## src/rtl/serial_acc_bank_if.sv

```systemverilog
// Bus bundle for serial_acc_bank: serial frame input, clear/channel control,
// registered read port and per-channel status flags.
interface serial_acc_bank_if #(
  parameter int ACC_W    = 128,
  parameter int CHANNELS = 4,
  parameter int CH_W     = 2
);
  logic                rx;
  logic                add;
  logic                sub;
  logic                clear;
  logic [CH_W-1:0]     ch;
  logic [CH_W-1:0]     rd_ch;
  logic [ACC_W-1:0]    rd_data;
  logic                busy;
  logic                done;
  logic [CHANNELS-1:0] overflow;
  logic [CHANNELS-1:0] trunc;

  modport master (
    output rx, add, sub, clear, ch, rd_ch,
    input  rd_data, busy, done, overflow, trunc
  );

  modport slave (
    input  rx, add, sub, clear, ch, rd_ch,
    output rd_data, busy, done, overflow, trunc
  );
endinterface

```

## src/rtl/serial_acc_bank.sv

```systemverilog
// Multi-channel serial accumulator: deserialises an MSB-first frame and adds or
// subtracts it into one of CHANNELS accumulators. Define SACC_SATURATE_EN to clamp on overflow.
module serial_acc_bank #(
  parameter int SHIFT_W  = 33,
  parameter int ACC_W    = 128,
  parameter int CHANNELS = 4,
  parameter int CH_W     = 2
) (
  input  logic               clk,
  input  logic               rst,
  serial_acc_bank_if.slave   bus
);
  localparam int CNT_W = $clog2(SHIFT_W + 2);

  typedef enum logic {IDLE, SHIFT} state_t;

  state_t              state, state_nxt;
  logic [SHIFT_W-1:0]  shift;
  logic [CNT_W-1:0]    cnt;
  logic [CH_W-1:0]     lat_ch;
  logic                lat_sub;
  logic [ACC_W-1:0]    acc [CHANNELS];
  logic [ACC_W-1:0]    rd_q, rd_nxt;
  logic                busy_q, done_q;
  logic [CHANNELS-1:0] ovf_q, trunc_q;

  logic                start, commit, clr, trunc_hit;
  logic [ACC_W-1:0]    cur, result;
  logic [ACC_W:0]      wide;
  logic                wrap;

  // NOTE: every signal written here gets a default first, so no path can infer a latch.
  always_comb begin
    state_nxt = state;
    start     = 1'b0;
    commit    = 1'b0;
    clr       = 1'b0;
    trunc_hit = 1'b0;
    case (state)
      IDLE: begin
        if (bus.add && !bus.clear) begin
          start     = 1'b1;
          state_nxt = SHIFT;
        end else if (!bus.add && bus.clear) begin
          clr = 1'b1;
        end
      end
      SHIFT: begin
        if (bus.add) begin
          trunc_hit = (cnt >= CNT_W'(SHIFT_W));
        end else begin
          commit    = 1'b1;
          state_nxt = IDLE;
        end
      end
      default: state_nxt = IDLE;
    endcase
  end

  // Commit arithmetic: one extra bit captures carry-out (add) or borrow (sub).
  always_comb begin
    cur = '0;
    for (int i = 0; i < CHANNELS; i++) begin
      if (lat_ch == CH_W'(i)) cur = acc[i];
    end
    wide = lat_sub ? ({1'b0, cur} - {1'b0, ACC_W'(shift)})
                   : ({1'b0, cur} + {1'b0, ACC_W'(shift)});
    wrap = wide[ACC_W];
`ifdef SACC_SATURATE_EN
    if (wrap) result = lat_sub ? '0 : '1;
    else      result = wide[ACC_W-1:0];
`else
    result = wide[ACC_W-1:0];
`endif
  end

  // Out-of-range read channels return zero.
  always_comb begin
    rd_nxt = '0;
    for (int i = 0; i < CHANNELS; i++) begin
      if (bus.rd_ch == CH_W'(i)) rd_nxt = acc[i];
    end
  end

  // NOTE: sequential state uses non-blocking assignments only, so every read sees pre-edge values.
  always_ff @(posedge clk or posedge rst) begin
    if (rst) begin
      state   <= IDLE;
      shift   <= '0;
      cnt     <= '0;
      lat_ch  <= '0;
      lat_sub <= 1'b0;
      rd_q    <= '0;
      busy_q  <= 1'b0;
      done_q  <= 1'b0;
      ovf_q   <= '0;
      trunc_q <= '0;
      // NOTE: the accumulator array is architectural state and must read zero after reset, so it is reset explicitly.
      for (int i = 0; i < CHANNELS; i++) acc[i] <= '0;
    end else begin
      state  <= state_nxt;
      busy_q <= (state_nxt == SHIFT);
      done_q <= commit;
      rd_q   <= rd_nxt;

      if (start) begin
        shift   <= SHIFT_W'(bus.rx);
        cnt     <= CNT_W'(1);
        lat_ch  <= bus.ch;
        lat_sub <= bus.sub;
      end else if (state == SHIFT && bus.add) begin
        shift <= {shift[SHIFT_W-2:0], bus.rx};
        if (cnt >= CNT_W'(SHIFT_W)) cnt <= CNT_W'(SHIFT_W + 1);
        else                        cnt <= cnt + CNT_W'(1);
      end

      for (int i = 0; i < CHANNELS; i++) begin
        if (commit && lat_ch == CH_W'(i)) begin
          acc[i] <= result;
          if (wrap) ovf_q[i] <= 1'b1;
        end else if (clr && bus.ch == CH_W'(i)) begin
          acc[i]     <= '0;
          ovf_q[i]   <= 1'b0;
          trunc_q[i] <= 1'b0;
        end
        if (trunc_hit && lat_ch == CH_W'(i)) trunc_q[i] <= 1'b1;
      end
    end
  end

  assign bus.rd_data  = rd_q;
  assign bus.busy     = busy_q;
  assign bus.done     = done_q;
  assign bus.overflow = ovf_q;
  assign bus.trunc    = trunc_q;
endmodule

```

## src/flat_wrapper.sv

```systemverilog
// flat-port wrapper written by rule: the top's interface ports become plain ports
module serial_acc_bank_flat 
#(
  parameter int SHIFT_W  = 33,
  parameter int ACC_W    = 128,
  parameter int CHANNELS = 4,
  parameter int CH_W     = 2
)
  (clk, rst, bus_rx, bus_add, bus_sub, bus_clear, bus_ch, bus_rd_ch, bus_rd_data, bus_busy, bus_done, bus_overflow, bus_trunc);
  serial_acc_bank_if #(.ACC_W(ACC_W), .CHANNELS(CHANNELS), .CH_W(CH_W)) bus_i ();
  input  logic clk;
  input  logic rst;
  input wire logic [$bits(bus_i.rx)-1:0] bus_rx;
  input wire logic [$bits(bus_i.add)-1:0] bus_add;
  input wire logic [$bits(bus_i.sub)-1:0] bus_sub;
  input wire logic [$bits(bus_i.clear)-1:0] bus_clear;
  input wire logic [$bits(bus_i.ch)-1:0] bus_ch;
  input wire logic [$bits(bus_i.rd_ch)-1:0] bus_rd_ch;
  output wire logic [$bits(bus_i.rd_data)-1:0] bus_rd_data;
  output wire logic [$bits(bus_i.busy)-1:0] bus_busy;
  output wire logic [$bits(bus_i.done)-1:0] bus_done;
  output wire logic [$bits(bus_i.overflow)-1:0] bus_overflow;
  output wire logic [$bits(bus_i.trunc)-1:0] bus_trunc;
  assign bus_i.rx = bus_rx;
  assign bus_i.add = bus_add;
  assign bus_i.sub = bus_sub;
  assign bus_i.clear = bus_clear;
  assign bus_i.ch = bus_ch;
  assign bus_i.rd_ch = bus_rd_ch;
  assign bus_rd_data = bus_i.rd_data;
  assign bus_busy = bus_i.busy;
  assign bus_done = bus_i.done;
  assign bus_overflow = bus_i.overflow;
  assign bus_trunc = bus_i.trunc;
  serial_acc_bank #(.SHIFT_W(SHIFT_W), .ACC_W(ACC_W), .CHANNELS(CHANNELS), .CH_W(CH_W)) u_core (.clk(clk), .rst(rst), .bus(bus_i));
endmodule
```

## config.mk

```make
export PLATFORM = sky130hd
export DESIGN_NAME = serial_acc_bank_flat
export DESIGN_NICKNAME = d
export VERILOG_FILES = /design/src/rtl/serial_acc_bank_if.sv /design/src/rtl/serial_acc_bank.sv /design/src/flat_wrapper.sv
export SDC_FILE = /design/constraint.sdc
export NUM_CORES = 2
export LEC_CHECK = 0
export ABC_AREA = 1
export CAP_MARGIN = 20
export CORE_ASPECT_RATIO = 1.75
export CORE_MARGIN = 2
export CORE_UTILIZATION = 45
export CTS_CLUSTER_SIZE = 14
export DETAILED_ROUTE_END_ITERATION = 16
export PLACE_DENSITY = 0.6
export SLEW_MARGIN = 20
export SYNTH_ARGS = -nofsm -noshare
export SYNTH_HDL_FRONTEND = slang
export SYNTH_SLANG_ARGS = --single-unit
export TNS_END_PERCENT = 100
```

## constraint.sdc

```tcl
create_clock -name clk -period 62.3 [get_ports clk]
set_input_delay 15.575 -clock clk [delete_from_list [all_inputs] [get_ports clk]]
set_output_delay 15.575 -clock clk [all_outputs]
set_load 0.02 [all_outputs]
```

* Yosys cells after proc, flatten, opt, wreduce, memory -nomap -nowiden
Cells that the tools add are included.
Storage, ports and cells: output and inout bits 138, input bits 10, register bits 692, word-level logic and storage cells 128
Operators by class: reduce and logical (&&, ||, !) cells 37, order comparisons 1, bitwise gates (word level) 1, equal/unequal tests 17, add/sub/neg operators 3, muxes and demuxes 50
Operators by type and width (count):
- 2-to-1 mux 128 bit | 16
- adder 128 x 33 -> 129 bit | 1
- 2-to-1 mux 129 bit | 1
- subtractor 128 x 33 -> 129 bit | 1
- 2-to-1 mux 33 bit | 2
- 2-to-1 mux 1 bit | 27
- 2-to-1 mux 6 bit | 3
- nonzero test 2 bit | 9
- AND reduction 2 bit | 8
- logical AND 1 bit | 15
- == test 2 bit (second input constant) | 6
- inequality test 2 x 1 -> 1 bit (second input constant) | 4
- inequality test 2 bit (second input constant) | 4
- adder 6 x 1 -> 6 bit (second input constant) | 1
- == test 2 x 1 -> 1 bit (second input constant) | 3
- >= comparator 6 bit (second input constant) | 1
- logical NOT 2 bit | 3
- logical NOT 1 bit | 2
- case mux 1 bit (2 select lines) | 1
- NOT 1 bit | 1

* Longest topological paths before layout
depth in word-level cells 9, mapped depth 32, depth with buffers taken out 32

* Worst setup path before layout
Ideal clock, no wire load.
path type in2reg, start input bus_add, end register u_core.acc[194] (netlist name), data arrival time 16692 ps, required time 62182 ps, buffers on the path 2, stages 8, path slack 45490 ps, setup time 118 ps, path through nor3_1 > inv_1 > nor3_1 > nor2_4 > buf_4 > clkbuf_1 > nand2_1 > nand2_1
On the way: word-level cells in the longest chain between the ends 7, elaborated cells between the ends (all ways) 12, classes of those cells 6 x mux; 6 x reduce/logical
Ends and longest elaborated chain:
- from (decl) | line flat_wrapper.sv:14 | input wire logic [$bits(bus_i.add)-1:0] bus_add;
- logical NOT 1 bit | line serial_acc_bank.sv:44 | end else if (!bus.add && bus.clear) begin
- logical AND 1 bit | line serial_acc_bank.sv:44
- 2-to-1 mux 1 bit | line serial_acc_bank.sv:44
- 2-to-1 mux 1 bit | line serial_acc_bank.sv:41 | if (bus.add && !bus.clear) begin
- 2-to-1 mux 1 bit | line serial_acc_bank.sv:39 | case (state)
- logical AND 1 bit | line serial_acc_bank.sv:121 | end else if (clr && bus.ch == CH_W'(i)) begin
- nonzero test 2 bit (no line)
- to (signal, indexed assignment) | line serial_acc_bank.sv:119 | acc[i] <= result;
- to (decl) | line serial_acc_bank.sv:22 | logic [ACC_W-1:0] acc [CHANNELS];
Parallel ways exist; a longest one is shown, timed or not. A chain may end at the register's enable or synchronous reset.

* Worst setup path after layout
start input bus_add, end register u_core.acc[9] (netlist name)
On the way: elaborated cells between the ends (all ways) 12, classes of those cells 6 x mux; 6 x reduce/logical
RTL lines:
- 2-to-1 mux 1 bit * | line serial_acc_bank.sv:49 | if (bus.add) begin
- 2-to-1 mux 1 bit * | line serial_acc_bank.sv:39
- named net u_core.commit | line serial_acc_bank.sv:27 | logic start, commit, clr, trunc_hit;
- logical AND 1 bit * | line serial_acc_bank.sv:118 | if (commit && lat_ch == CH_W'(i)) begin
- 2-to-1 mux 128 bit or nonzero test 2 bit (tied branches)
Mark *: on every way through the listed nets, which the timed path passes. The rest lies on a longest branch.

==> flow_summary.yaml <==
layout:
  drive_gt1_frac: 0.06052
  area_growth_pct: 11.36
  finalNetCount: 6933
global_routing:
  track_usage: 0.4218
  gr-usage-met2: 0.7134
  grt_max_degree: 176
  grt-busiest-layer: "met2"
  use_met1: 0.4416
  grt_pass1_wl_mm: 312.6
  antenna_found_initial: 10
  grt-ovfl-total: 0
  first_global_vias: 45230
  use_met3: 0.08003
yosys:
  ys_seq_area_frac: 0.3810
  yosysTopAreaCell: "dfrtp_1"
  synth-edff-count: 0
  syn_area_um2: 45450
  synth.most_common_cell: "nand2_1"
  synthDominantCellAreaShare: 0.3810
  ys_ff_latch: 692
  synthCells: 6746
  ys_warn_count: 0
  ys_async_sr_fraction: 1.000
  synthTopCellsByArea: "dfrtp_1, nand2_1, inv_1"
  avgSynthCellArea_um2: 6.737
  post_synth_num_cell_types: 49
  postSynthNetCount: 6890
  synth_commonest_cells: "nand2_1, inv_1, dfrtp_1"
  synth_ff_type: "dfrtp_1"
timing:
  finalCriticalPeriod_ns: 18.92
  fin_setup_tns_ns: 0
  maxClockFrequency_mhz: 52.87
  finalSetupViolations: 0
  hold_viol: 0
  maxSlewViolCount: 0
  min_period_over_period: 0.3036
  worst_pin_slew_ns: 1.222
  skew_ns: 0.02699
  relSlewSlack: 0.1802
  rsz0062_at_grt: "no"
worst_hold_path:
  hp-class: "reg -> reg"
job:
  drv_cap: 0
clock_tree:
  postCtsResizedCells: 0
  cts_root_buffer: "clkbuf_16"
  cts_made_buffers: 68
  clk_transition_reported_paths_ns: 0.06
  clk_latency_ns: 0.71
  clk_path_buf_depth: 3
  cts_hold_buffers: 0
  htree_levels: 3
  cts_tree: "built"
  cts_setup_buffers: 0
  clock-sinks: 692
detailed_routing:
  viasPerCell: 5.680
  vias: 46440
  wirelength_mm: 220.7
  wl_per_cell_um: 27.00
  drtIter0Drc: 4576
  first_pass_iters: 9
  ant_nets: 0
  drc: 0
worst_setup_path:
  startpoint_type: "primary input"
  worstSetupEndpoint: "u_core.acc[9]$_DFFE_PP0P_"
  cp.required_ns: 62.82
  startpoint: "bus_add"
  slowest_delay_ns: 0.72
  arrival_ns: 19.43
  crit_chain: "clkdlybuf4s50_1 > nor2_1 > inv_2 > nor2_4 > buf_4 > nor2_4 > buf_4 > inv_2 > buf_4 > o22ai_1"
  r2r-end: "u_core.acc[505]$_DFFE_PP0P_"
  path_class: "in -> reg"
  worst_setup_path_end_kind: "flop"
  crit_slowest_cell: "buf_4"
  critPathMaxFanout: 59
  reg2reg_depth: 18
  ff2ff_setup_slack_ns: 55.52
  r2r_start: "u_core.lat_ch[1]$_DFFE_PP0P_"
  crit_top_cell: "buf_4"
placement:
  port_buffers: 147
  hpwlAfterDp_mm: 167.9
  gp_congestion: 1.159
die:
  die_h_um: 424.4
  dieWidth_um: 244.2
  die_area_um2: 103700
  start_util: 0.4527
  core_um2: 100400
  std_cell_rows: 154
  top_level_ports: 148
status:
  status: "complete, no violations"
==> final cells by class <==
cell class | count | area (µm²)
multi-input combinational | 4577 | 22680
clock buffer | 95 | 1913
sequential | 692 | 17320
tap | 1326 | 1659
fill | 10410 | 49780
clock inverter | 27 | 347.8
inverter | 1231 | 4641
timing repair buffer | 219 | 2032
antenna | 8 | 20.02
==> sequential cells by signal (all words and copies together), names as in the netlist, 2 cells and up <==
register and flops:
u_core.acc 512, u_core.bus.overflow 4, u_core.bus.rd_data 128, u_core.bus.trunc 4
u_core.cnt 6, u_core.lat_ch 2, u_core.shift 33
==> worst max-delay path: cells and delay by family <==
family	cells	cell delay, ns
AO/OA/AOI/OAI	1	0.19
AND/OR/NAND/NOR	3	0.68
buffers and inverters	6	2.79
==> stage by stage <==
stage	area, µm²	instances	utilization	hold slack [ns]	setup WS [ns]
after floorplan	45450	6746	-	0.4489	27.32
after global placement	48320	8045	0.4814	0.4629	42.82
after detailed placement	48330	8045	0.4815	0.4650	42.75
after CTS	50590	8167	0.5040	0.4817	43.44
after global routing	50600	8168	0.5040	0.4995	43.14
final	50610	8175	0.5042	0.4806	43.38
==> layout by cell type (no fill, tap or decap), types with 5 or more instances in the layout <==
cell type        Yosys  final
ha_1               133    133
a221oi_1            46     46
nand3_2             28     28
clkbuf_16            0     68
o22ai_1            360    360
o21ai_0            326    326
xor2_1              35     35
inv_1             1201   1197
bufinv_16            0      5
nand4_1             28     28
a22oi_1             28     28
clkbuf_1           173     16
xnor2_1             45     45
diode_2              0      8
nor2_2              53     49
nand2_2             44     44
o21ai_1             48     48
o31ai_1             21      6
nor2_4               9     15
nor3_1              26     25
buf_4                7     70
inv_2               28     26
clkinv_2             0     13
o31ai_4              1      5
dfrtp_1            692    691
nand2_1           2391   2389
and2_1               5      5
xor2_2              11     11
clkdlybuf4s50_1      0    146
nor3_2              13     14
a21oi_1            201    201
inv_6                0      5
nand3_1            368    368
nand3b_1            14     14
clkbuf_8             0     11
nor2_1             279    277
o31ai_2              9     20
o2111ai_1           18     18
o221ai_1            10     10
==> cells by family after synthesis <==
kind of cell / synth area share
xor+xnor: 0.01935
flops: 0.3810
buf+inv: 0.1236
simple gates: 0.2989
compound gates: 0.1402
fa+ha+maj: 0.03705
==> how the worst min path moves through the flow <==
stage	from	to	slack (ns)	depth (start not counted)
after floorplan	u_core.acc[113]$_DFFE_PP0P_	u_core.acc[113]$_DFFE_PP0P_	0.45	2
after global placement	u_core.acc[505]$_DFFE_PP0P_	u_core.acc[505]$_DFFE_PP0P_	0.46	2
after detailed placement	u_core.acc[480]$_DFFE_PP0P_	u_core.acc[480]$_DFFE_PP0P_	0.46	2
after CTS	u_core.acc[480]$_DFFE_PP0P_	u_core.acc[480]$_DFFE_PP0P_	0.48	2
after global routing	u_core.acc[499]$_DFFE_PP0P_	u_core.acc[499]$_DFFE_PP0P_	0.50	2
final	u_core.acc[373]$_DFFE_PP0P_	u_core.acc[373]$_DFFE_PP0P_	0.48	2
==> per-layer routing <==
layer / up-vias / part of all wire
met1: 22030 / 0.34
li1: 21390 / -
met3: 705 / 0.072
met2: 2320 / 0.48
met5: - / 0
met4: 0 / 0.11
Power is left out: the tool's default activity adds up to more than one toggle a clock period on the data nets, which glitch-free logic cannot reach.
